===== src/rtl/uart_sim_rx_monitor.sv =====
// 16x-oversampling 8N1 receiver for the simulated SoC UART TX line, buffered in a FWFT FIFO.
// Optional console echo of received bytes when UART_SIM_RX_DISPLAY_EN is defined.
module uart_sim_rx_monitor #(
  parameter int unsigned CLK_HZ  = 100000000,
  parameter int unsigned BAUD    = 115200,
  parameter int unsigned FIFO_AW = 4
) (
  input  logic               wb_clk_i,
  input  logic               wb_rst_n_i,
  input  logic               rx_i,
  output logic [7:0]         data_o,
  output logic               valid_o,
  input  logic               ready_i,
  output logic               frame_err_o,
  output logic               overrun_o,
  output logic [FIFO_AW:0]   level_o
);

  localparam int unsigned DIV   = CLK_HZ / (BAUD * 16);
  localparam int unsigned TW    = $clog2(DIV);
  localparam int unsigned PW    = FIFO_AW + 1;
  localparam int unsigned DEPTH = 2 ** FIFO_AW;

  typedef enum logic [1:0] {S_IDLE, S_START, S_DATA, S_STOP} state_t;

  // Input synchroniser; idle-high reset value avoids a false start edge
  logic [1:0] sync_q;
  logic       rxs;

  always_ff @(posedge wb_clk_i or negedge wb_rst_n_i) begin
    if (!wb_rst_n_i) sync_q <= 2'b11;
    else             sync_q <= {sync_q[0], rx_i};
  end

  assign rxs = sync_q[1];

  // Oversampling tick generator and receive FSM state
  state_t        state_q, state_n;
  logic [TW-1:0] tcnt_q, tcnt_n;
  logic [3:0]    sc_q, sc_n;
  logic [2:0]    bi_q, bi_n;
  logic [7:0]    shift_q, shift_n;
  logic          tick_c, tick_clr_c, push_c, ferr_c;
  logic          push_q;
  logic [7:0]    byte_q;

  assign tick_c = (tcnt_q == TW'(DIV - 1));
  assign tcnt_n = (tick_clr_c || tick_c) ? '0 : tcnt_q + TW'(1);

  always_ff @(posedge wb_clk_i or negedge wb_rst_n_i) begin
    if (!wb_rst_n_i) begin
      state_q     <= S_IDLE;
      tcnt_q      <= '0;
      sc_q        <= '0;
      bi_q        <= '0;
      shift_q     <= '0;
      push_q      <= 1'b0;
      byte_q      <= '0;
      frame_err_o <= 1'b0;
    end else begin
      state_q     <= state_n;
      tcnt_q      <= tcnt_n;
      sc_q        <= sc_n;
      bi_q        <= bi_n;
      shift_q     <= shift_n;
      push_q      <= push_c;
      byte_q      <= shift_q;
      frame_err_o <= ferr_c;
    end
  end

  // Next state: start is confirmed at its mid-bit, data and stop sampled every 16 ticks after
  always_comb begin
    state_n    = state_q;
    sc_n       = sc_q;
    bi_n       = bi_q;
    shift_n    = shift_q;
    tick_clr_c = 1'b0;
    push_c     = 1'b0;
    ferr_c     = 1'b0;
    case (state_q)
      S_IDLE: begin
        if (!rxs) begin
          state_n    = S_START;
          sc_n       = '0;
          tick_clr_c = 1'b1;
        end
      end
      S_START: begin
        if (tick_c) begin
          if (sc_q == 4'd7) begin
            if (!rxs) begin
              state_n = S_DATA;
              sc_n    = '0;
              bi_n    = '0;
            end else begin
              state_n = S_IDLE;
            end
          end else begin
            sc_n = sc_q + 4'd1;
          end
        end
      end
      S_DATA: begin
        if (tick_c) begin
          sc_n = sc_q + 4'd1;
          if (sc_q == 4'd15) begin
            shift_n[bi_q] = rxs;
            bi_n          = bi_q + 3'd1;
            if (bi_q == 3'd7) state_n = S_STOP;
          end
        end
      end
      S_STOP: begin
        if (tick_c) begin
          sc_n = sc_q + 4'd1;
          if (sc_q == 4'd15) begin
            push_c  = rxs;
            ferr_c  = ~rxs;
            state_n = S_IDLE;
          end
        end
      end
      default: state_n = S_IDLE;
    endcase
  end

  // FIFO with registered head; pointers carry an extra wrap bit
  logic [7:0]    mem [DEPTH];
  logic [PW-1:0] wr_q, rd_q, wr_n, rd_n;
  logic          pop_c, full_c, wr_en_c, ovr_c;
  logic [7:0]    head_n;

  assign pop_c   = valid_o & ready_i;
  assign full_c  = (wr_q[FIFO_AW] != rd_q[FIFO_AW]) &&
                   (wr_q[FIFO_AW-1:0] == rd_q[FIFO_AW-1:0]);
  assign wr_en_c = push_q & (~full_c | pop_c);
  assign ovr_c   = push_q & full_c & ~pop_c;
  assign wr_n    = wr_q + PW'(wr_en_c);
  assign rd_n    = rd_q + PW'(pop_c);
  // The byte being written this cycle becomes the head when nothing older remains
  assign head_n  = (wr_en_c && (rd_n == wr_q)) ? byte_q : mem[rd_n[FIFO_AW-1:0]];

  always_ff @(posedge wb_clk_i) begin
    if (wr_en_c) mem[wr_q[FIFO_AW-1:0]] <= byte_q;
  end

  always_ff @(posedge wb_clk_i or negedge wb_rst_n_i) begin
    if (!wb_rst_n_i) begin
      wr_q      <= '0;
      rd_q      <= '0;
      level_o   <= '0;
      valid_o   <= 1'b0;
      data_o    <= '0;
      overrun_o <= 1'b0;
    end else begin
      wr_q      <= wr_n;
      rd_q      <= rd_n;
      level_o   <= wr_n - rd_n;
      valid_o   <= (wr_n != rd_n);
      overrun_o <= ovr_c;
      if (wr_n != rd_n) data_o <= head_n;
    end
  end

`ifdef UART_SIM_RX_DISPLAY_EN
  // Console echo of the received stream
  always @(posedge wb_clk_i) begin
    if (wb_rst_n_i) begin
      if (wr_en_c && (byte_q != 8'h0D)) $write("%c", byte_q);
      if (ovr_c) $write("[OVR]");
      if (frame_err_o) $write("[FERR]");
    end
  end
`else
  // No console echo: block stays purely synthesisable
`endif

endmodule

===== config.mk =====
export PLATFORM = sky130hd
export DESIGN_NAME = uart_sim_rx_monitor
export DESIGN_NICKNAME = d
export VERILOG_FILES = /design/src/rtl/uart_sim_rx_monitor.sv
export SDC_FILE = /design/constraint.sdc
export NUM_CORES = 1
export LEC_CHECK = 0
export CAP_MARGIN = 15
export CORE_ASPECT_RATIO = 1.2
export CORE_UTILIZATION = 40
export CTS_CLUSTER_SIZE = 24
export DETAILED_ROUTE_END_ITERATION = 8
export DONT_BUFFER_PORTS = 1
export GPL_ROUTABILITY_DRIVEN = 0
export PLACE_DENSITY = 0.61
export SLEW_MARGIN = 20
export SYNTH_ARGS = -nofsm -noshare
export SYNTH_HDL_FRONTEND = slang
export SYNTH_SLANG_ARGS = --single-unit

===== constraint.sdc =====
create_clock -name wb_clk_i -period 3.3 [get_ports wb_clk_i]
set_input_delay 0.495 -clock wb_clk_i [delete_from_list [all_inputs] [get_ports wb_clk_i]]
set_output_delay 0.495 -clock wb_clk_i [all_outputs]
set_load 0.02 [all_outputs]

; ---- Yosys cells after proc, flatten, opt, wreduce, memory -nomap -nowiden
; Memories as Yosys holds them, arrays and structs flattened.
; Index checks and enable logic that the tools add are counted.
[word_totals]
reg_bits = 60
ram_bits = 128
inputBits = 4
output_inout_bits = 16
wordCells = 100
mem_count = 1
[mem_list]
columns = memory, words, width, read_ports, rd_ports_with_merged_regs, write_ports, line_no
row1 = mem, 16, 8, 1, 0, 1, 129  ; logic [7:0] mem [DEPTH];
[classes]
n_addsub = 6
magnitude_cmp = 2
n_eq_ne = 21
n_mux = 36
bitwise = 8
n_reduce_logical = 11
[op_table]
columns = operator, n
row1 = two-way mux 2 bit, 9
row2 = inequality test 2 bit (second input constant), 9
row3 = two-way mux 4 bit, 4
row4 = two-way mux 3 bit, 5
row5 = case mux 4 bit (3 select lines), 1
row6 = two-way mux 1 bit, 11
row7 = adder 5 x 1 -> 5 bit, 2
row8 = bitwise mux 8 bit, 1
row9 = two-way mux 8 bit, 1
row10 = case mux 2 bit (4 select lines), 1
row11 = AND reduction 8 bit, 1
row12 = adder 6 x 1 -> 6 bit (second input constant), 1
row13 = equality test 6 bit (second input constant), 1
row14 = two-way mux 6 bit, 1
row15 = case mux 3 bit (2 select lines), 1
row16 = AND reduction 6 bit, 1
row17 = equality test 5 bit, 1
row18 = inequality test 5 bit, 1
row19 = subtractor 5 bit, 1
row20 = adder 4 x 1 -> 4 bit (second input constant), 1
row21 = AND 1 bit, 4
row22 = equality test 2 bit (second input constant), 2
row23 = equality test 4 x 3 -> 1 bit (second input constant), 1
row24 = equality test 4 bit, 1
row25 = 18 further kinds, 22

; ---- Longest topological paths before layout
[logic_depth]
word_depth = 7
mapped_depth = 14
ltp_nobuf = 12

; ---- Worst setup path after synthesis
; No wires, ideal clock.
[synth_timing]
path_type = input port to flip-flop
start = input ready_i
end = register data_o[6]
setup_time_ps = 73
t_arrival_ps = 2890
required_ps = 3227
path_slack_ps = 337
cell_stages = 12
path_buffers = 3
path_cell_list = and2_1 > ha_1 > ha_1 > clkbuf_1 > clkbuf_1 > inv_1 > ha_1 > and4_1 > nand2_1 > buf_2 > nor2_1 > a21oi_2
[synth_between]
elab_chain_cells = 5
word_cells_on_any_way = 10
cone_classes = add/sub: 2 / eq/ne: 2 / mux: 1 / bitwise: 3 / reduce/logical: 1 / memory: 1
[synth_rtl]
columns = item, line_no
row1 = start: declaration, 13  ; input logic ready_i,
row2 = AND 1 bit *, 134  ; assign pop_c = valid_o & ready_i;
row3 = adder 5 x 1 -> 5 bit *, 140  ; assign rd_n = rd_q + PW'(pop_c);
row4 = via rd_n[1], 130  ; logic [PW-1:0] wr_q, rd_q, wr_n, rd_n;
row5 = "parallel branches: the longest is 3 deep, another holds memory (16 x 8 bit)", --
row6 = end signal: assignment, 162  ; if (wr_n != rd_n) data_o <= head_n;
row7 = end: declaration, 11  ; output logic [7:0] data_o,
; Mark *: on every way through the listed nets, which the timed path passes.
; A chain may end at the register's enable or synchronous reset.

; ---- Final worst setup path
[layout_timing]
start = register rd_q[3]
end = register data_o[7]
[layout_between]
elab_chain_cells = 7
word_cells_on_any_way = 12
cone_classes = add/sub: 2 / eq/ne: 3 / mux: 1 / bitwise: 3 / reduce/logical: 2 / memory: 1
[layout_rtl]
columns = item, line_no
row1 = start: declaration, 130
row2 = start signal: assignment, 158  ; rd_q <= rd_n;
row3 = equality test 4 bit, 136  ; (wr_q[FIFO_AW-1:0] == rd_q[FIFO_AW-1:0]);
row4 = logical AND 1 bit, 135  ; assign full_c = (wr_q[FIFO_AW] != rd_q[FIFO_AW]) &&
row5 = NOT 1 bit, 137  ; assign wr_en_c = push_q & (~full_c | pop_c);
row6 = OR 1 bit, 137
row7 = AND 1 bit, 137
row8 = adder 5 x 1 -> 5 bit, 139  ; assign wr_n = wr_q + PW'(wr_en_c);
row9 = via wr_n[1], 130
row10 = inequality test 5 bit, 162
; The timed path passes the listed nets, and every way through them passes these cells.

==> impl_metrics.env <==
export IMPL_wl_mm=14.2
export IMPL_crit_type="flip-flop to flip-flop"
export IMPL_min_to="sync_q[0]"
export IMPL_crit_slowest_cell="dfrtp_1"
export IMPL_antenna_cells=0
export IMPL_crit_top_cell="ha_1"
export IMPL_first_global_vias=4142
export IMPL_tightest_slew_ps=774
export IMPL_design_area_mm2=0.00888
export IMPL_status="complete, no violations"
export IMPL_antenna_found_initial=0
export IMPL_grt_pass1_wl_mm=23.0
export IMPL_rsz0062_at_grt="false"
export IMPL_dp_final_hpwl_mm=9.36
export IMPL_timing_reg2reg_setup_slack_ps=380
export IMPL_layout_nets=498
export IMPL_min_path_type="primary input to flip-flop"
export IMPL_h_tree_depth=4
export IMPL_synthArstFlopShare=0.319
export IMPL_max_stage_delay_ps=430
export IMPL_hp_start="rx_i"
export IMPL_numPortBuffers=0
export IMPL_path_cells="xnor2_1 > nand4_2 > o21ai_4 > inv_1 > ha_1 > xor2_1 > ha_1 > and4_1 > nand2_1 > buf_4 > nor2_1 > a21oi_2"
export IMPL_start_util=0.410
export IMPL_hold_viol_final=0
export IMPL_critPathLaunchType="flip-flop"
export IMPL_maxSlewViolCount=0
export IMPL_yosys_area_share_adder=0.0236
export IMPL_io_pins=20
export IMPL_synth_edff_count=128
export IMPL_netlist_area_mm2=0.00776
export IMPL_relSlewSlack=0.482
export IMPL_fin_skew_ps=7.60
export IMPL_synthToLayoutAreaGrowth_pct=14.5
export IMPL_setup_viol=0
export IMPL_max_cap_viol_count=0
export IMPL_cts_tree="yes"
export IMPL_drive_gt1_frac=0.233
export IMPL_vias_per_cell=5.08
export IMPL_clock_latency_ps=430
export IMPL_period_minus_slack_ps=2920
export IMPL_busiest_layer="met2"
export IMPL_drc=0
export IMPL_fin_hold_ws_ps=64.4
export IMPL_synthMuxAreaShare=0.146
export IMPL_ir_drop_v=0.000353
export IMPL_yosysMostFrequentCell="edfxtp_1"
export IMPL_dieArea_mm2=0.0200
export IMPL_final_util=0.469
export IMPL_grt_met2_usage=0.265
export IMPL_synth_seq_area_share=0.689
export IMPL_path_buf_inv=2
export IMPL_crit_fanout=17
export IMPL_worstRegToRegCells=12
export IMPL_drtPass1Iterations=4
export IMPL_ys_seq_elements=188
export IMPL_holdPathStages=0
export IMPL_leakage_nw=3.58
export IMPL_synth_common_cells="edfxtp_1 (128), dfrtp_1 (58), mux2i_1 (32), mux4_2 (32), nor2_1 (32)"
export IMPL_fin_crit_sh=0.886
export IMPL_avgRoutedWirePerCell_um=18.9
export IMPL_vias=3806
export IMPL_netlist_instances=454
export IMPL_crit_arrival_ps=3270
export IMPL_use_met3=0.0374
export IMPL_globalRouteOverflowTotal=0
export IMPL_ant_nets=0
export IMPL_power_density_mw_per_mm2=533
export IMPL_synth_xor_area_frac=0.0350
export IMPL_grt_usage=0.157
export IMPL_yosys_area_top_type="edfxtp_1"
export IMPL_yosys_top_cells_area="edfxtp_1 (50%), dfrtp_1 (19%), mux4_2 (9.3%), mux2i_1 (4.1%), xnor2_1 (2.1%)"
export IMPL_worstReg2RegStart="rd_q[3]"
export IMPL_synth_avg_cell_area_um2=17.1
export IMPL_setup_tns_ps=0
export IMPL_path_delay_family="XOR/XNOR gates"
export IMPL_dieWidth_um=129
export IMPL_cts_inserted_buffers=17
export IMPL_r2r_end="data_o[7]"
export IMPL_yosys_area_top_type_share=0.496
export IMPL_synth_simple_area_share=0.0626
export IMPL_clock_fmax_mhz=342
export IMPL_cts_sinks=188
export IMPL_cp_required_ps=3650
export IMPL_grt_start_max_net_pins=61
export IMPL_synth_top_flop_cell="edfxtp_1"
export IMPL_ys_types=45
export IMPL_drtIter0Drc=175
export IMPL_synth_top_family_by_area="multiplexers"
export IMPL_use_met1=0.196
export IMPL_end_kind="flip-flop"
export IMPL_cts_resized=0
export IMPL_yosys_warnings=0
export IMPL_synth_compound_area_frac=0.0263
export IMPL_coreArea_mm2=0.0189
export IMPL_placed_area_mm2=0.00820
export IMPL_clock_root_buffer="clkbuf_16"
export IMPL_cts_buffer_depth=2
export IMPL_clk_pin_slew_ps=70
export IMPL_power_w=0.00473
export IMPL_rows=55
export IMPL_nFillCells=1600
export IMPL_syn_nets=472
export IMPL_fp_dieH_um=155
==> how the worst max path moves through the flow <==
stage             from    endpoint  slack, ps  depth (start not counted)
2_1_floorplan  ready_i   data_o[6]        340                         12
3_3_place_gp   valid_o  level_o[4]        460                         12
3_5_place_dp   rd_q[3]   data_o[7]        370                         12
4_1_cts        rd_q[3]   data_o[2]        360                         13
5_1_grt        rd_q[3]   data_o[2]        170                         12
6_report       rd_q[3]   data_o[7]        380                         12
==> logic make-up (layout without fill, tap and decap cells) <==
logic type	count (synthesis)	after routing
XOR/XNOR	28	28
multiplexers	72	72
flip-flops	188	188
adder cells (fa/ha/maj)	14	14
AND/OR/NAND/NOR	93	93
AO/OA/AOI/OAI	28	28
buffers and inverters	31	70
==> layout by cell type (no fill, tap or decap), types with 3 or more instances in the layout <==
master and count:
o21ai_0 6, buf_4 23, nor3_1 8, nand3_1 9, mux4_2 32, mux2_2 8
a22o_1 3, and2_1 3, a21oi_2 8, nand3b_1 4, dfrtp_1 58, nand2_1 15
clkinv_2 4, nand2b_1 4, nor2_1 32, xor2_1 7, edfxtp_1 128, mux2i_1 32
nand4_1 3, xnor2_1 19, bufinv_16 5, a21oi_1 4, clkbuf_16 17, inv_1 11
nor4_1 4, ha_1 12
==> timing repair <==
action	in CTS	in global routing
endpoints found under the hold margin	60	0
buffers inserted	0	0
hold buffers	2	0
==> final cells by class <==
type	instances	area, µm²	area share
sequential	188	5350	0.602
multi-input combinational	235	2280	0.256
tap	256	320	0.0361
inverter	11	41.3	0.00465
timing repair buffer	27	250	0.0282
clock buffer	17	425	0.0479
clock inverter	15	220	0.0248
==> power by group <==
group	switching (W)	total [W]	internal (W)	leakage, nW
clock network	0.000866	0.00221	0.00135	0.313
registers	0.00000284	0.00250	0.00250	2.31
logic	0.0000151	0.0000198	0.00000473	0.959
==> metrics by stage <==
stage               setup WS, ps  cells
floorplan                    337    454
global placement             459    715
detailed placement           374    715
CTS                          356    749
global route                 169    749
finish                       377    749
==> sequential cells by signal (all words and copies together), names as in the netlist, named ones only <==
register / flops
data_o: 8
state_q: 1
byte_q: 8
valid_o: 1
shift_q: 8
sync_q: 2
frame_err_o: 1
bi_q: 3
rd_q: 5
sc_q: 4
mem: 128
push_q: 1
tcnt_q: 6
level_o: 5
wr_q: 5
overrun_o: 1
==> per-layer routing <==
layer  share of wire  wire length, µm
met1            0.43             6140
met2            0.53             7440
met3           0.027              382
met4           0.015              208
met5               0                0
No activity file was read; power rests on OpenSTA's default activity.
